--- src/rtl/mux4_rr_arbiter_pkg.sv ---
// mux4_rr_arbiter_pkg: shared constants and state encoding for the mux4 round-robin arbiter
package mux4_rr_arbiter_pkg;
    localparam int NUM_REQ      = 4;
    localparam int DEF_MAX_HOLD = 8;
    typedef enum logic {ST_IDLE = 1'b0, ST_GRANT = 1'b1} state_t;
endpackage

--- src/rtl/rr_pick4.sv ---
// rr_pick4: rotating-priority pick of one of four requests, scan starts just after last
module rr_pick4 (
    input  logic [3:0] req,
    input  logic [1:0] last,
    output logic [1:0] idx,
    output logic       any
);
    logic [1:0] c1, c2, c3, c4;
    always_comb begin
        c1  = last + 2'd1;
        c2  = last + 2'd2;
        c3  = last + 2'd3;
        c4  = last;
        idx = req[c1] ? c1 : req[c2] ? c2 : req[c3] ? c3 : c4;
        any = |req;
    end
endmodule

--- src/rtl/mux4_rr_arbiter.sv ---
// mux4_rr_arbiter: round-robin owner of a shared 4:1 mux with bounded hold time
// and a dead cycle between owners so the mux output is never sampled mid-switch.
module mux4_rr_arbiter
    import mux4_rr_arbiter_pkg::*;
#(
    parameter int MAX_HOLD = DEF_MAX_HOLD,
    parameter int CNT_W    = 4
) (
    input  logic               clk,
    input  logic               rst,
    input  logic [NUM_REQ-1:0] req,
    output logic [NUM_REQ-1:0] grant,
    output logic               select1,
    output logic               select2,
    output logic               valid,
    output logic               busy
);
    state_t           state;
    logic [CNT_W-1:0] hold_cnt;
    logic [1:0]       last;
    logic [1:0]       idx;
    logic             any;
    logic [1:0]       owner;
    logic             at_limit;
    logic             release_now;

    rr_pick4 u_pick (
        .req  (req),
        .last (last),
        .idx  (idx),
        .any  (any)
    );

    // The select lines are only rewritten on a new grant, so they name the owner.
    always_comb begin
        owner       = {select2, select1};
        at_limit    = hold_cnt == CNT_W'(MAX_HOLD - 1);
        release_now = !req[owner] || (at_limit && |(req & ~grant));
    end

    always_ff @(posedge clk or posedge rst) begin
        if (rst) begin
            state    <= ST_IDLE;
            grant    <= '0;
            select1  <= 1'b0;
            select2  <= 1'b0;
            valid    <= 1'b0;
            busy     <= 1'b0;
            hold_cnt <= '0;
            last     <= 2'd3;
        end else if (state == ST_IDLE) begin
            if (any) begin
                state    <= ST_GRANT;
                grant    <= 4'b0001 << idx;
                select1  <= idx[0];
                select2  <= idx[1];
                valid    <= 1'b1;
                busy     <= 1'b1;
                hold_cnt <= '0;
            end
        end else if (release_now) begin
            state <= ST_IDLE;
            grant <= '0;
            valid <= 1'b0;
            busy  <= 1'b0;
            last  <= owner;
        end else if (!at_limit) begin
            hold_cnt <= hold_cnt + CNT_W'(1);
        end
    end
endmodule
--- config.mk ---
export PLATFORM = sky130hd
export DESIGN_NAME = mux4_rr_arbiter
export DESIGN_NICKNAME = d
export VERILOG_FILES = /design/src/rtl/mux4_rr_arbiter_pkg.sv /design/src/rtl/rr_pick4.sv /design/src/rtl/mux4_rr_arbiter.sv
export SDC_FILE = /design/constraint.sdc
export NUM_CORES = 1
export LEC_CHECK = 0
export ABC_AREA = 1
export BUFFER_PORTS_ARGS = -buffer_cell sky130_fd_sc_hd__buf_2
export CAP_MARGIN = 10
export CORE_MARGIN = 5
export CORE_UTILIZATION = 40
export CTS_BUF_LIST = sky130_fd_sc_hd__clkbuf_8
export CTS_CLUSTER_DIAMETER = 120
export DETAILED_ROUTE_END_ITERATION = 7
export HOLD_SLACK_MARGIN = 0.02
export SLEW_MARGIN = 20
export SYNTH_ARGS = -nofsm -noshare
export SYNTH_HDL_FRONTEND = slang
export SYNTH_HIERARCHICAL = 1
export SYNTH_SLANG_ARGS = --single-unit
export TNS_END_PERCENT = 100
--- constraint.sdc ---
create_clock -name clk -period 2.35 [get_ports clk]
set_input_delay 0.1175 -clock clk [delete_from_list [all_inputs] [get_ports clk]]
set_output_delay 0.1175 -clock clk [all_outputs]
set_load 0.03 [all_outputs]
==> impl_metrics.ini <==
[timing]
max_slew_margin_pct = 65.0
fmax_mhz = 633
fin_crit_share_pct = 67.2
timing.final.setup_violations = 0
timing_max_transition_violations_final = 0
finalCriticalPeriod_ns = 1.58
clock-skew-final_ns = 0.000826
setup_repair_after_global_routing_missed_its_margin = false
timing.setup.tns_ns = 0
total_count_of_hold_check_failures_in_the_final_report = 0
worst_pin_slew_ns = 0.525

[synthesis]
synth_async_sr_flop_share_pct = 100
synth.area.top_cells = dfrtp_1 (31%), nand2_1 (18%), nand2_2 (7.8%)
synth.largest_area_cell = dfrtp_1
ys_ff_latch = 14
post-synth-top-area-fraction_pct = 31.1
yosys.cell_types.count = 23
netlist_area_um2 = 966
ys_seq_area_share_pct = 36.5
yosys_warnings = 6
post_synth.cell_area_avg_um2 = 7.16
syn_inst = 135
syn_nets = 142
yosys_most_used_dff = dfrtp_1
synth-edff-count = 0
synth.top_cells.by_count = nand2_1 (47), nand3_1 (14), inv_1 (13), dfrtp_1 (12), nand2_2 (12)
synthMostInstantiatedCell = nand2_1

[worst_setup_path]
worstPathRequired_ns = 2.52
crit_arrival_ns = 1.75
cp-end-kind = register
setup.worst_path.start_class = register
r2r_slack_ns = 0.77
critical_path_peak_fanout = 10
timing.setup.critical_path_class = register to register

[die]
rows = 17
core_um2 = 2250
ios = 14
fp.dieArea_um2 = 3500
initial_core_util_pct = 42.8
fp.dieH_um = 59.1
die_width_um = 59.1

[cts]
clk-insertion-delay-late_ns = 0.24
clock-sinks = 14
cts_max_level = 1
ctsLongestPathBuffers = 2
clock-root-buffer = clkbuf_8
post_cts_resized = 0
cts_tree = done
clk_pin_slew_ns = 0.06
number_of_buffers_added_by_the_clock_tree_synthesis_step = 3

[layout]
fillCellCount = 247
insertedDiodeCount = 0
synthToLayoutAreaGrowth_pct = 15.2
layout.cell_area.non_filler_um2 = 1110
layout.cells.non_filler = 179
finalNetCount = 159
drive_gt1_share_pct = 30.5

[global_route]
global_route.overflow_total = 0
globalRouteTotalUtil_pct = 13.1
grt_start_max_net_pins = 15
first_global_vias = 813
grt_first_pass_wirelength_um = 3490
initial_antenna_violation_count = 0

[placement]
cell_count_after_placement = 174
dpl.hpwl_um = 1570
numPortBuffers = 13
placedInstanceArea_um2 = 1050
routability_cong = 0.799

[power]
cell_leakage_power_uw = 0.000612
cell_area_power_density_nw_per_um2 = 1410
vdd_drop_max_mv = 0.841

[outcome]
run_status = finished, final reports clean

[route]
drt.antenna.violating_nets = 0
wirelength_um = 2000
drt_first_pass_iters = 4
vias = 843
routedWlPerCell_um = 11.2
route.detailed.drc = 0
drt_iter0_drc = 27
post_drt_via_cell_ratio = 4.71

[hold_path]
timing.hold.worst.class = primary input to register

[run]
maxCapViolations = 0
-- flip-flops by register name, summed over array words and instances, names as in the netlist --
name / flops
busy: 1
grant: 4
hold_cnt: 4
last: 2
select1: 1
select2: 1
state: 1
-- critical path, stage by stage (launching register included) --
cell	delay [ns]
dfstp_2	0.67
nand2_1	0.10
nand2_2	0.10
nand2_2	0.06
and3_1	0.16
nand2_1	0.05
nand2_1	0.09
inv_1	0.09
nand2_1	0.05
o21ai_1	0.12
-- where the power goes --
group / switching, uW / internal (uW) / leakage (uW)
sequential: 123 / 347 / 0.000174
clock: 82.3 / 148 / 0.0000288
combinational: 583 / 285 / 0.000409
-- kinds of logic after synthesis --
group,Yosys count,share of synthesized area (%)
XOR/XNOR,1,0.907
flip-flops,14,36.5
buffers and inverters,22,11.0
AND/OR/NAND/NOR,85,42.9
AO/OA/AOI/OAI,12,7.38
adder cells (fa/ha/maj),1,1.30
-- layer usage --
metal | vias to the layer above | GRT usage, % | routed length (um)
met3 | 2 | 4.36 | 66
met1 | 375 | 15.6 | 961
li1 | 457 | - | -
met4 | 0 | 3.88 | 12
met2 | 9 | 22.4 | 964
met5 | - | 0 | 0
-- cell usage in the layout, fill, tap and decap left out, drive strengths merged --
cell type	instances
dfstp	2
nand4	1
and3	1
dlygate4sd3	1
xor2	1
inv	20
buf	13
nor2	7
dfrtp	12
clkbuf	4
o21ai	12
ha	1
nand3	16
nand2	60
-- per-stage QoR --
| step | utilization, % | setup WS, ns | total power, uW | hold slack, ns |
|---|---|---|---|---|
| after floorplan | - | 0.936 | 1170 | 0.00529 |
| after global placement | 46.4 | 0.772 | 1330 | 0.180 |
| after detailed placement | 46.4 | 0.778 | 1350 | 0.189 |
| after CTS | 49.3 | 0.758 | 1590 | 0.393 |
| after global routing | 49.3 | 0.597 | 1720 | 0.438 |
| final | 49.3 | 0.770 | 1570 | 0.392 |
-- path summary, 6_finish.rpt --
check                         from  endpoint  cells after the start
min in group asynchronous      rst  grant[3]                      3
max in group asynchronous      rst   last[1]                      3
setup / recovery           last[0]  grant[0]                      9
setup reg to reg           last[0]  grant[0]                      9
hold reg to reg               busy      busy                      2
hold / removal              req[1]     state                      6
-- cell type report --
class                      instances  area [um2]  area share, %
clock buffer                       4        55.1           4.95
inverter                          20        87.6           7.87
tap                               28        35.0           3.15
sequential                        14         353           31.7
timing repair buffer              14        75.1           6.75
multi-input combinational         99         507           45.6
-- repair_timing --
item                      CTS  global route
setup buffers               0             0
hold endpoints to repair   12             0
hold buffers                1             0
Note: power is estimated with default switching activity, not from simulation.
